File: src/rtl/clock_phase_monitor_pkg.sv
// clock_phase_monitor_pkg
// Shared types and constants for the Slipstream clock phase monitor:
//   - chan_state_e : per-channel lock FSM states
//   - period multipliers (in MCK periods) for each monitored clock
//   - channel index map and the period-counter timeout value
//   - per_cycles() : multiplier * MCK_DIV as an 8-bit MasterClock count
package clock_phase_monitor_pkg;

    typedef enum logic [1:0] {
        CH_IDLE    = 2'd0,
        CH_MEASURE = 2'd1,
        CH_LOCKED  = 2'd2
    } chan_state_e;

    localparam int NUM_CHAN = 4;

    // Channel slots; the two active-low inputs sit in the upper half.
    localparam int CH_CCLK   = 0;
    localparam int CH_DQCLK  = 1;
    localparam int CH_PCLK   = 2;
    localparam int CH_CHROMA = 3;

    localparam int PER_CCLK_MULT = 3;
    localparam int PER_PCLK_FAST = 2;
    localparam int PER_PCLK_SLOW = 3;
    localparam int PER_PAL       = 4;
    localparam int PER_NTSC      = 5;

    localparam logic [7:0] TIMEOUT = 8'd255;

    function automatic logic [7:0] per_cycles(input int mult, input int div);
        return 8'(mult * div);
    endfunction

endpackage

File: src/rtl/clk_chan_check.sv
// clk_chan_check
// One monitored clock: edge detector, 8-bit period counter and lock FSM.
// Ports:
//   clk        in   MasterClock
//   RSTL       in   synchronous active-low reset
//   din        in   raw clock under check
//   inv        in   1 = active-low input (detect falling edge)
//   expected   in   expected period in MasterClock cycles
//   restart    in   mode change: back to MEASURE, edge in this cycle ignored
//   edge_pulse out  registered one-cycle edge enable
//   locked     out  FSM is in LOCKED
//   error      out  combinational error decision for this cycle
module clk_chan_check
    import clock_phase_monitor_pkg::*;
#(
    parameter int LOCK_COUNT = 4
) (
    input  logic       clk,
    input  logic       RSTL,
    input  logic       din,
    input  logic       inv,
    input  logic [7:0] expected,
    input  logic       restart,
    output logic       edge_pulse,
    output logic       locked,
    output logic       error
);

    localparam logic [3:0] LOCK_N = 4'(LOCK_COUNT);

    logic        s, p, edge_det, good, timeout;
    logic [7:0]  cnt;
    logic [3:0]  match, match_n;
    chan_state_e state, state_n;

    assign edge_det = inv ? (~s & p) : (s & ~p);
    assign good     = (cnt == expected);
    // The counter never holds 255: the increment that would reach it is the
    // timeout, so a stuck clock errors every 255 cycles.
    assign timeout  = (cnt == TIMEOUT - 8'd1) && !edge_det;
    assign locked   = (state == CH_LOCKED);

    always_ff @(posedge clk) begin
        if (!RSTL) begin
            s          <= 1'b0;
            p          <= 1'b0;
            edge_pulse <= 1'b0;
            cnt        <= '0;
            state      <= CH_IDLE;
            match      <= '0;
        end else begin
            s          <= din;
            p          <= s;
            edge_pulse <= edge_det;
            if (edge_det)     cnt <= 8'd1;
            else if (timeout) cnt <= '0;
            else              cnt <= cnt + 8'd1;
            state      <= state_n;
            match      <= match_n;
        end
    end

    // Timeout beats a mode restart, which beats an edge comparison.
    always_comb begin
        state_n = state;
        match_n = match;
        error   = 1'b0;
        if (timeout) begin
            state_n = CH_IDLE;
            match_n = '0;
            error   = 1'b1;
        end else if (restart) begin
            state_n = CH_MEASURE;
            match_n = '0;
        end else if (edge_det) begin
            unique case (state)
                CH_IDLE: state_n = CH_MEASURE;
                CH_MEASURE: begin
                    if (good) begin
                        match_n = match + 4'd1;
                        if (match_n == LOCK_N) state_n = CH_LOCKED;
                    end else begin
                        error   = 1'b1;
                        match_n = '0;
                    end
                end
                CH_LOCKED: begin
                    if (!good) begin
                        error   = 1'b1;
                        state_n = CH_MEASURE;
                        match_n = '0;
                    end
                end
                default: state_n = CH_IDLE;
            endcase
        end
    end

endmodule

File: src/rtl/clock_phase_monitor.sv
// clock_phase_monitor
// Samples the Slipstream derived clocks on MasterClock, turns their active
// edges into one-cycle enables and checks every period against the mode.
// Ports:
//   MasterClock              in   sole clock
//   RSTL                     in   synchronous active-low reset
//   CCLK, DQCLK              in   active-high clocks under check
//   PCLKL, CHROMAL           in   active-low clocks under check
//   NTSC, FAST               in   mode straps
//   CCLK_RISE .. CHROMA_RISE out  one-cycle edge enables
//   LOCKED                   out  all four channels locked (registered)
//   ERR                      out  sticky error flag
//   ERRCNT                   out  error-cycle count, saturating at 255
module clock_phase_monitor
    import clock_phase_monitor_pkg::*;
#(
    parameter int MCK_DIV    = 2,
    parameter int LOCK_COUNT = 4
) (
    input  logic       MasterClock,
    input  logic       RSTL,
    input  logic       CCLK,
    input  logic       DQCLK,
    input  logic       PCLKL,
    input  logic       CHROMAL,
    input  logic       NTSC,
    input  logic       FAST,
    output logic       CCLK_RISE,
    output logic       DQCLK_RISE,
    output logic       PCLK_RISE,
    output logic       CHROMA_RISE,
    output logic       LOCKED,
    output logic       ERR,
    output logic [7:0] ERRCNT
);

    localparam logic [7:0] EXP_CCLK   = per_cycles(PER_CCLK_MULT, MCK_DIV);
    localparam logic [7:0] EXP_P_FAST = per_cycles(PER_PCLK_FAST, MCK_DIV);
    localparam logic [7:0] EXP_P_SLOW = per_cycles(PER_PCLK_SLOW, MCK_DIV);
    localparam logic [7:0] EXP_NTSC   = per_cycles(PER_NTSC, MCK_DIV);
    localparam logic [7:0] EXP_PAL    = per_cycles(PER_PAL, MCK_DIV);

    logic [NUM_CHAN-1:0]      raw, inv, restart, rise, chan_lock, chan_err;
    logic [NUM_CHAN-1:0][7:0] expected;
    logic                     ntsc_r, fast_r, mode_vld;

    assign raw = {CHROMAL, PCLKL, DQCLK, CCLK};
    assign inv = 4'b1100;

    // mode_vld masks the first cycle after reset so straps that come up
    // nonzero do not look like a mode change.
    assign restart[CH_CCLK]   = 1'b0;
    assign restart[CH_DQCLK]  = 1'b0;
    assign restart[CH_PCLK]   = mode_vld & (FAST ^ fast_r);
    assign restart[CH_CHROMA] = mode_vld & (NTSC ^ ntsc_r);

    assign expected[CH_CCLK]   = EXP_CCLK;
    assign expected[CH_DQCLK]  = EXP_CCLK;
    assign expected[CH_PCLK]   = fast_r ? EXP_P_FAST : EXP_P_SLOW;
    assign expected[CH_CHROMA] = ntsc_r ? EXP_NTSC : EXP_PAL;

    for (genvar i = 0; i < NUM_CHAN; i++) begin : g_chan
        clk_chan_check #(.LOCK_COUNT(LOCK_COUNT)) u_chk (
            .clk        (MasterClock),
            .RSTL       (RSTL),
            .din        (raw[i]),
            .inv        (inv[i]),
            .expected   (expected[i]),
            .restart    (restart[i]),
            .edge_pulse (rise[i]),
            .locked     (chan_lock[i]),
            .error      (chan_err[i])
        );
    end

    assign CCLK_RISE   = rise[CH_CCLK];
    assign DQCLK_RISE  = rise[CH_DQCLK];
    assign PCLK_RISE   = rise[CH_PCLK];
    assign CHROMA_RISE = rise[CH_CHROMA];

    always_ff @(posedge MasterClock) begin
        if (!RSTL) begin
            ntsc_r   <= 1'b0;
            fast_r   <= 1'b0;
            mode_vld <= 1'b0;
            LOCKED   <= 1'b0;
            ERR      <= 1'b0;
            ERRCNT   <= '0;
        end else begin
            ntsc_r   <= NTSC;
            fast_r   <= FAST;
            mode_vld <= 1'b1;
            LOCKED   <= &chan_lock;
            // Several channels failing together still count once.
            if (|chan_err) begin
                ERR <= 1'b1;
                if (ERRCNT != 8'hFF) ERRCNT <= ERRCNT + 8'd1;
            end
        end
    end

endmodule

File: config.mk
export PLATFORM = sky130hd
export DESIGN_NAME = clock_phase_monitor
export DESIGN_NICKNAME = d
export VERILOG_FILES = /design/src/rtl/clock_phase_monitor_pkg.sv /design/src/rtl/clk_chan_check.sv /design/src/rtl/clock_phase_monitor.sv
export SDC_FILE = /design/constraint.sdc
export NUM_CORES = 1
export LEC_CHECK = 0
export CAP_MARGIN = 20
export CORE_UTILIZATION = 25
export DETAILED_ROUTE_END_ITERATION = 10
export GPL_TIMING_DRIVEN = 0
export PLACE_DENSITY = 0.41
export SETUP_SLACK_MARGIN = 0.15
export SLEW_MARGIN = 20
export SYNTH_ARGS = -nofsm -noshare
export SYNTH_HDL_FRONTEND = slang
export SYNTH_SLANG_ARGS = --single-unit
File: constraint.sdc
create_clock -name MasterClock -period 5.9 [get_ports MasterClock]
set_input_delay 1.77 -clock MasterClock [delete_from_list [all_inputs] [get_ports MasterClock]]
set_output_delay 1.77 -clock MasterClock [all_outputs]
set_load 0.1 [all_outputs]
==> results.toml, run 1 <==
[clock_tree]
cts_root_buf = "clkbuf_16"
path_clk_slew_ns = 0.06
cts_buffers = 9
ctsResizeCount = 0
hold_buffers = 0
post_cts_buffers = 0
cts_tree = "yes"
insertion_delay_ns = 0.34
h-tree-depth = 3
clkSinkCount = 81
cts_buffer_depth = 2

[synthesis]
synth_ff_type = "dfxtp_1"
syn_inst = 448
synth_area_per_cell_sq_um = 8.93
ys_seq_area_share_pct = 40.5
synthArstFlopShare_pct = 0
synth_top_family_by_area = "simple AND/OR/NAND/NOR gates"
synthMuxAreaShare_pct = 1.75
synth-compound-area-share_pct = 9.60
synth-adder-area-share_pct = 10.9
synth-xor-area-share_pct = 7.88
synth_cell_type_count = 49
synth_seq_cells = 81
netlist_area_sq_mm = 0.00400
syn-num-nets = 491
yosys_warnings = 0
synth_edf_count = 0
synth_simple_gate_area_share_pct = 26.4

[critical_path]
crit_fanout = 8
end_kind = "output port"
cp_num_buf_inv = 1
crit_type = "reg2out"
cp-start-kind = "flop"
crit_path_cell_trace = "clkdlybuf4s50_1"
cp_slowest_cell = "clkdlybuf4s50_1"
worstPathRequired_ns = 4.13
arrival_ns = 2.00
slowest_delay_ns = 1.19
cpLargestDelayFamily = "buffers and inverters"

[floorplanning]
die_area_sq_mm = 0.0165
die_w_um = 129
rows = 45
num_io_pins = 22
core_area_sq_mm = 0.0154
start_util_pct = 25.9
die_h_um = 129

[placed_design]
postPlaceCellArea_sq_mm = 0.00448
hpwlAfterDp_mm = 6.05
gp_congestion = 0.751
port_buffers = 21

[final_layout]
area_growth_pct = 19.2
final_area_sq_mm = 0.00477
drive_above_1_share_pct = 4.54
fill_cells = 1650
layout_common_cells = "dfxtp_1, nor2_1, ha_1, nand2_1, xor2_1"
nets = 523
final_common_cell = "dfxtp_1"
diodes = 0

[global_route]
grt_pass1_vias = 2891
track_usage_pct = 11.1
antenna_found_initial = 0
grt.overflow.total = 0
grt_max_degree = 13
grt_first_pass_wirelength_mm = 14.2

[timing]
finalCritPeriodShare_pct = 64.0
max_slew.worst_pin.slew_ns = 0.972
period_minus_slack_ns = 3.77
finClkSkew_ns = 0.00580
finalMaxSlewViolations = 0
finalSetupViolations = 0
rsz0062_at_grt = "no"
fmax_mhz = 265
fin_tns_setup_ns = 0
hold_viol = 0
slew_headroom_pct = 35.0

[pwr]
p_leak_uw = 0.00184
p_clk_share_pct = 44.8
powerDensity_mw_per_mm2 = 258
p_seq_share_pct = 47.4
p_comb_share_pct = 7.8
ir_drop_v = 0.000136
internal-power_uw = 931
p_sw_share_pct = 24.3
switchingPower_uw = 298

[flow_run]
drv_cap = 0

[routing]
drtPass1Iterations = 6
wl_mm = 8.20
vias_per_cell = 4.35
ant_nets = 0
routedWlPerCell_um = 11.8
drc = 0
drt_iter0_drc = 152
num_vias = 3031

[worst_hold_path]
hold_path.class = "reg2reg"

[outcome]
status = "complete, no violations"
## per-stage QoR
stage | worst slack, ns | cells | hold slack [ns] | total power [uW] | utilization (%)
6_report | 2.13 | 696 | 0.463 | 1230 | 30.9
5_1_grt | 2.04 | 696 | 0.482 | 1290 | 30.9
4_1_cts | 2.11 | 696 | 0.469 | 1250 | 30.9
3_5_place_dp | 1.80 | 680 | 0.453 | 692 | 29.0
3_3_place_gp | 1.85 | 680 | 0.447 | 691 | 29.0
2_1_floorplan | 2.55 | 448 | 0.421 | 661 | -
## metal layers
metal / global-route usage [%] / wire length, um / share of wire (%) / up-vias
met1: 14.5 / 4220 / 51 / 1382
met5: 0 / 0 / 0 / -
met2: 16.7 / 3540 / 43 / 41
met4: 4.15 / 109 / 1.3 / 0
li1: - / - / - / 1602
met3: 4.12 / 332 / 4.0 / 6
## final cells by class
class | count | area, sq um | area share, %
well taps | 211 | 264 | 5.54
clock buffers | 14 | 284 | 5.95
multi-input cells | 338 | 2260 | 47.5
plain buffers | 8 | 37.5 | 0.787
flip-flops and latches | 81 | 1620 | 34.0
inverters | 21 | 78.8 | 1.65
repair buffers | 21 | 210 | 4.41
clock inverters | 2 | 10.0 | 0.210
## power by group through the flow
stage | clock [uW] | combinational, uW | sequential (uW)
CTS | 571 | 98.0 | 582
global route | 601 | 110 | 585
global placement | 0 | 97.2 | 594
detailed placement | 0 | 97.7 | 594
floorplan | 0 | 56.7 | 605
finish | 550 | 96.4 | 582
## path summary, 6_finish.rpt
| check | from | endpoint | slack, ns | cells past startpoint |
|---|---|---|---|---|
| max | ERRCNT[2] | ERRCNT[2] | 2.13 | 1 |
| min | g_chan[2].u_chk.s | g_chan[2].u_chk.p | 0.46 | 1 |
| max reg2reg | g_chan[0].u_chk.cnt[0] | ERRCNT[6] | 3.34 | 8 |
| min reg2reg | g_chan[2].u_chk.s | g_chan[2].u_chk.p | 0.46 | 1 |
## cells by family (layout without fill, tap and decap cells)
family | after synthesis | count (layout)
AND/OR/NAND/NOR | 202 | 202
AO/OA/AOI/OAI | 58 | 58
buffers and inverters | 29 | 66
multiplexers | 7 | 7
flip-flops | 81 | 81
adder cells (fa/ha/maj) | 35 | 35
XOR/XNOR | 36 | 36
## flip-flops by register name (all words and copies together) (netlist names)
signal / cells
LOCKED: 1
ERR: 1
fast_r: 1
ntsc_r: 1
g_chan.u_chk.cnt: 32
g_chan.u_chk.edge_pulse: 4
g_chan.u_chk.s: 4
mode_vld: 1
g_chan.u_chk.match: 16
g_chan.u_chk.state: 8
ERRCNT: 8
g_chan.u_chk.p: 4
## cell usage after synthesis, types with 3 or more instances
library cell | number | area (sq um)
nor3_1 | 7 | 35.0
o21ai_0 | 14 | 70.1
xnor2_1 | 14 | 123
nand2b_1 | 10 | 62.6
mux2i_1 | 7 | 70.1
inv_1 | 21 | 78.8
nor2_1 | 60 | 225
nand3_1 | 21 | 105
nand2_1 | 30 | 113
clkbuf_1 | 7 | 26.3
a22oi_1 | 5 | 37.5
a21boi_1 | 3 | 22.5
and2_1 | 21 | 131
nor2b_1 | 6 | 37.5
a21oi_1 | 15 | 75.1
nand4_1 | 14 | 87.6
ha_1 | 35 | 438
and3_1 | 3 | 18.8
xor2_1 | 22 | 193
nand3b_1 | 5 | 37.5
or3_1 | 8 | 50.1
o21bai_1 | 3 | 22.5
nor4_1 | 5 | 31.3
dfxtp_1 | 81 | 1620
Note: power is estimated with default switching activity, not from simulation.
==> run 2: changes to the inputs <==
--- a/config.mk
+++ b/config.mk
@@ -9,7 +9,7 @@
 export CORE_UTILIZATION = 25
 export DETAILED_ROUTE_END_ITERATION = 10
 export GPL_TIMING_DRIVEN = 0
-export PLACE_DENSITY = 0.41
+export PLACE_DENSITY = 0.42
 export SETUP_SLACK_MARGIN = 0.15
 export SLEW_MARGIN = 20
 export SYNTH_ARGS = -nofsm -noshare
==> constraint.sdc (replaced) <==
create_clock -name MasterClock -period 3.3 [get_ports MasterClock]
set_input_delay 0.99 -clock MasterClock [delete_from_list [all_inputs] [get_ports MasterClock]]
set_output_delay 0.99 -clock MasterClock [all_outputs]
set_load 0.1 [all_outputs]
==> run 2 against run 1 <==
Against the previous run:
- global-route usage is 0.16 points higher
- sequential share of layout area rose by 0.072 points
- routed wire length decreased by 0.40%
- sequential cell count unchanged
- combinational power grew 78%
- core utilization shrank 0.065 points
- via count unchanged
- final area decreased by 0.21%
- non-clock buffer count unchanged
- first-iteration DRC count is 1.3% higher
- clock skew rose by 0.0041 ns
- cell count is 0.29% lower
- largest cell class unchanged
==> results.toml, run 2 (synthesis results as in run 1) <==
[timing]
finalSetupViolations = 0
fin_tns_setup_ns = 0
hold_ws_ns = 0.463
period_minus_slack_ns = 2.99
rsz0062_at_grt = "no"
slew_headroom_pct = 34.9
finClkSkew_ns = 0.00993
max_slew.worst_pin.slew_ns = 0.974
hold_viol = 0
finalCritPeriodShare_pct = 90.6
fmax_mhz = 335
finalMaxSlewViolations = 0

[pwr]
p_comb_share_pct = 7.9
switchingPower_uw = 527
powerDensity_mw_per_mm2 = 461
p_sw_share_pct = 24.0
p_clk_share_pct = 44.8
internal-power_uw = 1670
p_seq_share_pct = 47.4
ir_drop_v = 0.000228
p_leak_uw = 0.00183

[global_route]
grt_max_degree = 13
track_usage_pct = 11.3
grt_first_pass_wirelength_mm = 14.6
antenna_found_initial = 0
grt.overflow.total = 0
grt_pass1_vias = 3031

[floorplanning]
die_w_um = 129
num_io_pins = 22
core_area_sq_mm = 0.0154
die_h_um = 129
die_area_sq_mm = 0.0165
rows = 45
start_util_pct = 25.9

[final_layout]
final_area_sq_mm = 0.00476
nets = 523
area_growth_pct = 18.9
diodes = 0
top_regs = "g_chan.u_chk.cnt: 32 flops, g_chan.u_chk.match: 16 flops"
final_common_cell = "dfxtp_1"
layout_common_cells = "dfxtp_1, nor2_1, ha_1, nand2_1, xor2_1"
regMostFlops = "g_chan.u_chk.cnt"
final_core_util_pct = 30.9
largest_register_ffs = 32
drive_above_1_share_pct = 4.35

[routing]
drt_iter0_drc = 154
num_vias = 3031
drc = 0
drtPass1Iterations = 4
routedWlPerCell_um = 11.8
ant_nets = 0
vias_per_cell = 4.37
wl_mm = 8.17

[flow_run]
drv_cap = 0

[critical_path]
slowest_delay_ns = 1.19
worstPathRequired_ns = 2.31
arrival_ns = 2.00
r2r_slack_ns = 0.72
reg2reg_to = "ERRCNT[6]"
cp_slowest_cell = "clkdlybuf4s50_1"
crit_cells = 1
startpoint = "ERRCNT[2]"
cpLargestDelayFamily = "buffers and inverters"
crit_path_cell_trace = "clkdlybuf4s50_1"
crit_fanout = 8
cp-start-kind = "flop"
end_kind = "output port"
ff2ff_path_depth = 8
timing.rr.start = "g_chan[0].u_chk.cnt[0]"
crit_type = "reg2out"
crit_path_end = "ERRCNT[2]"
cp_num_buf_inv = 1

[placed_design]
postPlaceCellArea_sq_mm = 0.00448
gp_congestion = 0.754
port_buffers = 21
hpwlAfterDp_mm = 6.14

[clock_tree]
path_clk_slew_ns = 0.06
cts_buffer_depth = 2
insertion_delay_ns = 0.34
ctsResizeCount = 0
cts_tree = "yes"
hold_buffers = 0
post_cts_buffers = 0
clkSinkCount = 81
cts_buffers = 9
cts_root_buf = "clkbuf_16"
h-tree-depth = 3

[worst_hold_path]
hold_path.class = "reg2reg"

[outcome]
status = "complete, no violations"
run 2: layer usage:
layer | vias up | track usage (%) | share of wire (%)
met4 | 0 | 5.40 | 2.0
met5 | - | 0 | 0
li1 | 1594 | - | -
met1 | 1396 | 14.8 | 52
met3 | 12 | 2.83 | 2.9
met2 | 29 | 17.3 | 43
run 2: final cells by class:
| cell class | count | area, sq um |
|---|---|---|
| Multi-Input combinational cell | 338 | 2260 |
| Tap cell | 211 | 264 |
| Clock inverter | 4 | 45.0 |
| Fill cell | 1638 | 10700 |
| Sequential cell | 81 | 1620 |
| Inverter | 21 | 78.8 |
| Clock buffer | 10 | 239 |
| Buffer | 8 | 37.5 |
| Timing Repair Buffer | 21 | 210 |
run 2: how the worst min path moves through the flow:
| stage | start | endpoint | slack [ns] | cells after the start |
|---|---|---|---|---|
| CTS | g_chan[3].u_chk.s | g_chan[3].u_chk.p | 0.47 | 1 |
| finish | g_chan[3].u_chk.s | g_chan[3].u_chk.p | 0.46 | 1 |
| floorplan | g_chan[0].u_chk.p | g_chan[0].u_chk.edge_pulse | 0.42 | 1 |
| global route | g_chan[2].u_chk.s | g_chan[2].u_chk.p | 0.49 | 1 |
| global placement | g_chan[0].u_chk.p | g_chan[0].u_chk.cnt[0] | 0.44 | 1 |
| detailed placement | g_chan[2].u_chk.s | g_chan[2].u_chk.p | 0.46 | 1 |
run 2: power by group through the flow:
stage	Sequential, uW	Clock, uW	Combinational [uW]
floorplan	1080	0	101
global placement	1060	0	173
detailed placement	1060	0	175
CTS	1040	1030	176
global route	1050	1070	197
finish	1040	983	172
run 2: worst register-to-register path: stages (launching register included):
cell     delay [ns]
dfxtp_1        0.36
inv_1          0.08
ha_1           0.17
or4b_1         0.49
nor4b_4        0.38
o32ai_1        0.24
or3_1          0.49
nand4_1        0.14
mux2i_1        0.17
run 2: metrics by stage:
stage          power [uW]  instances  setup slack [ns]
2_1_floorplan        1180        448             0.730
3_3_place_gp         1230        680            0.0417
3_5_place_dp         1240        680            0.0210
4_1_cts              2240        694             0.287
5_1_grt              2320        694             0.228
6_report             2200        694             0.312
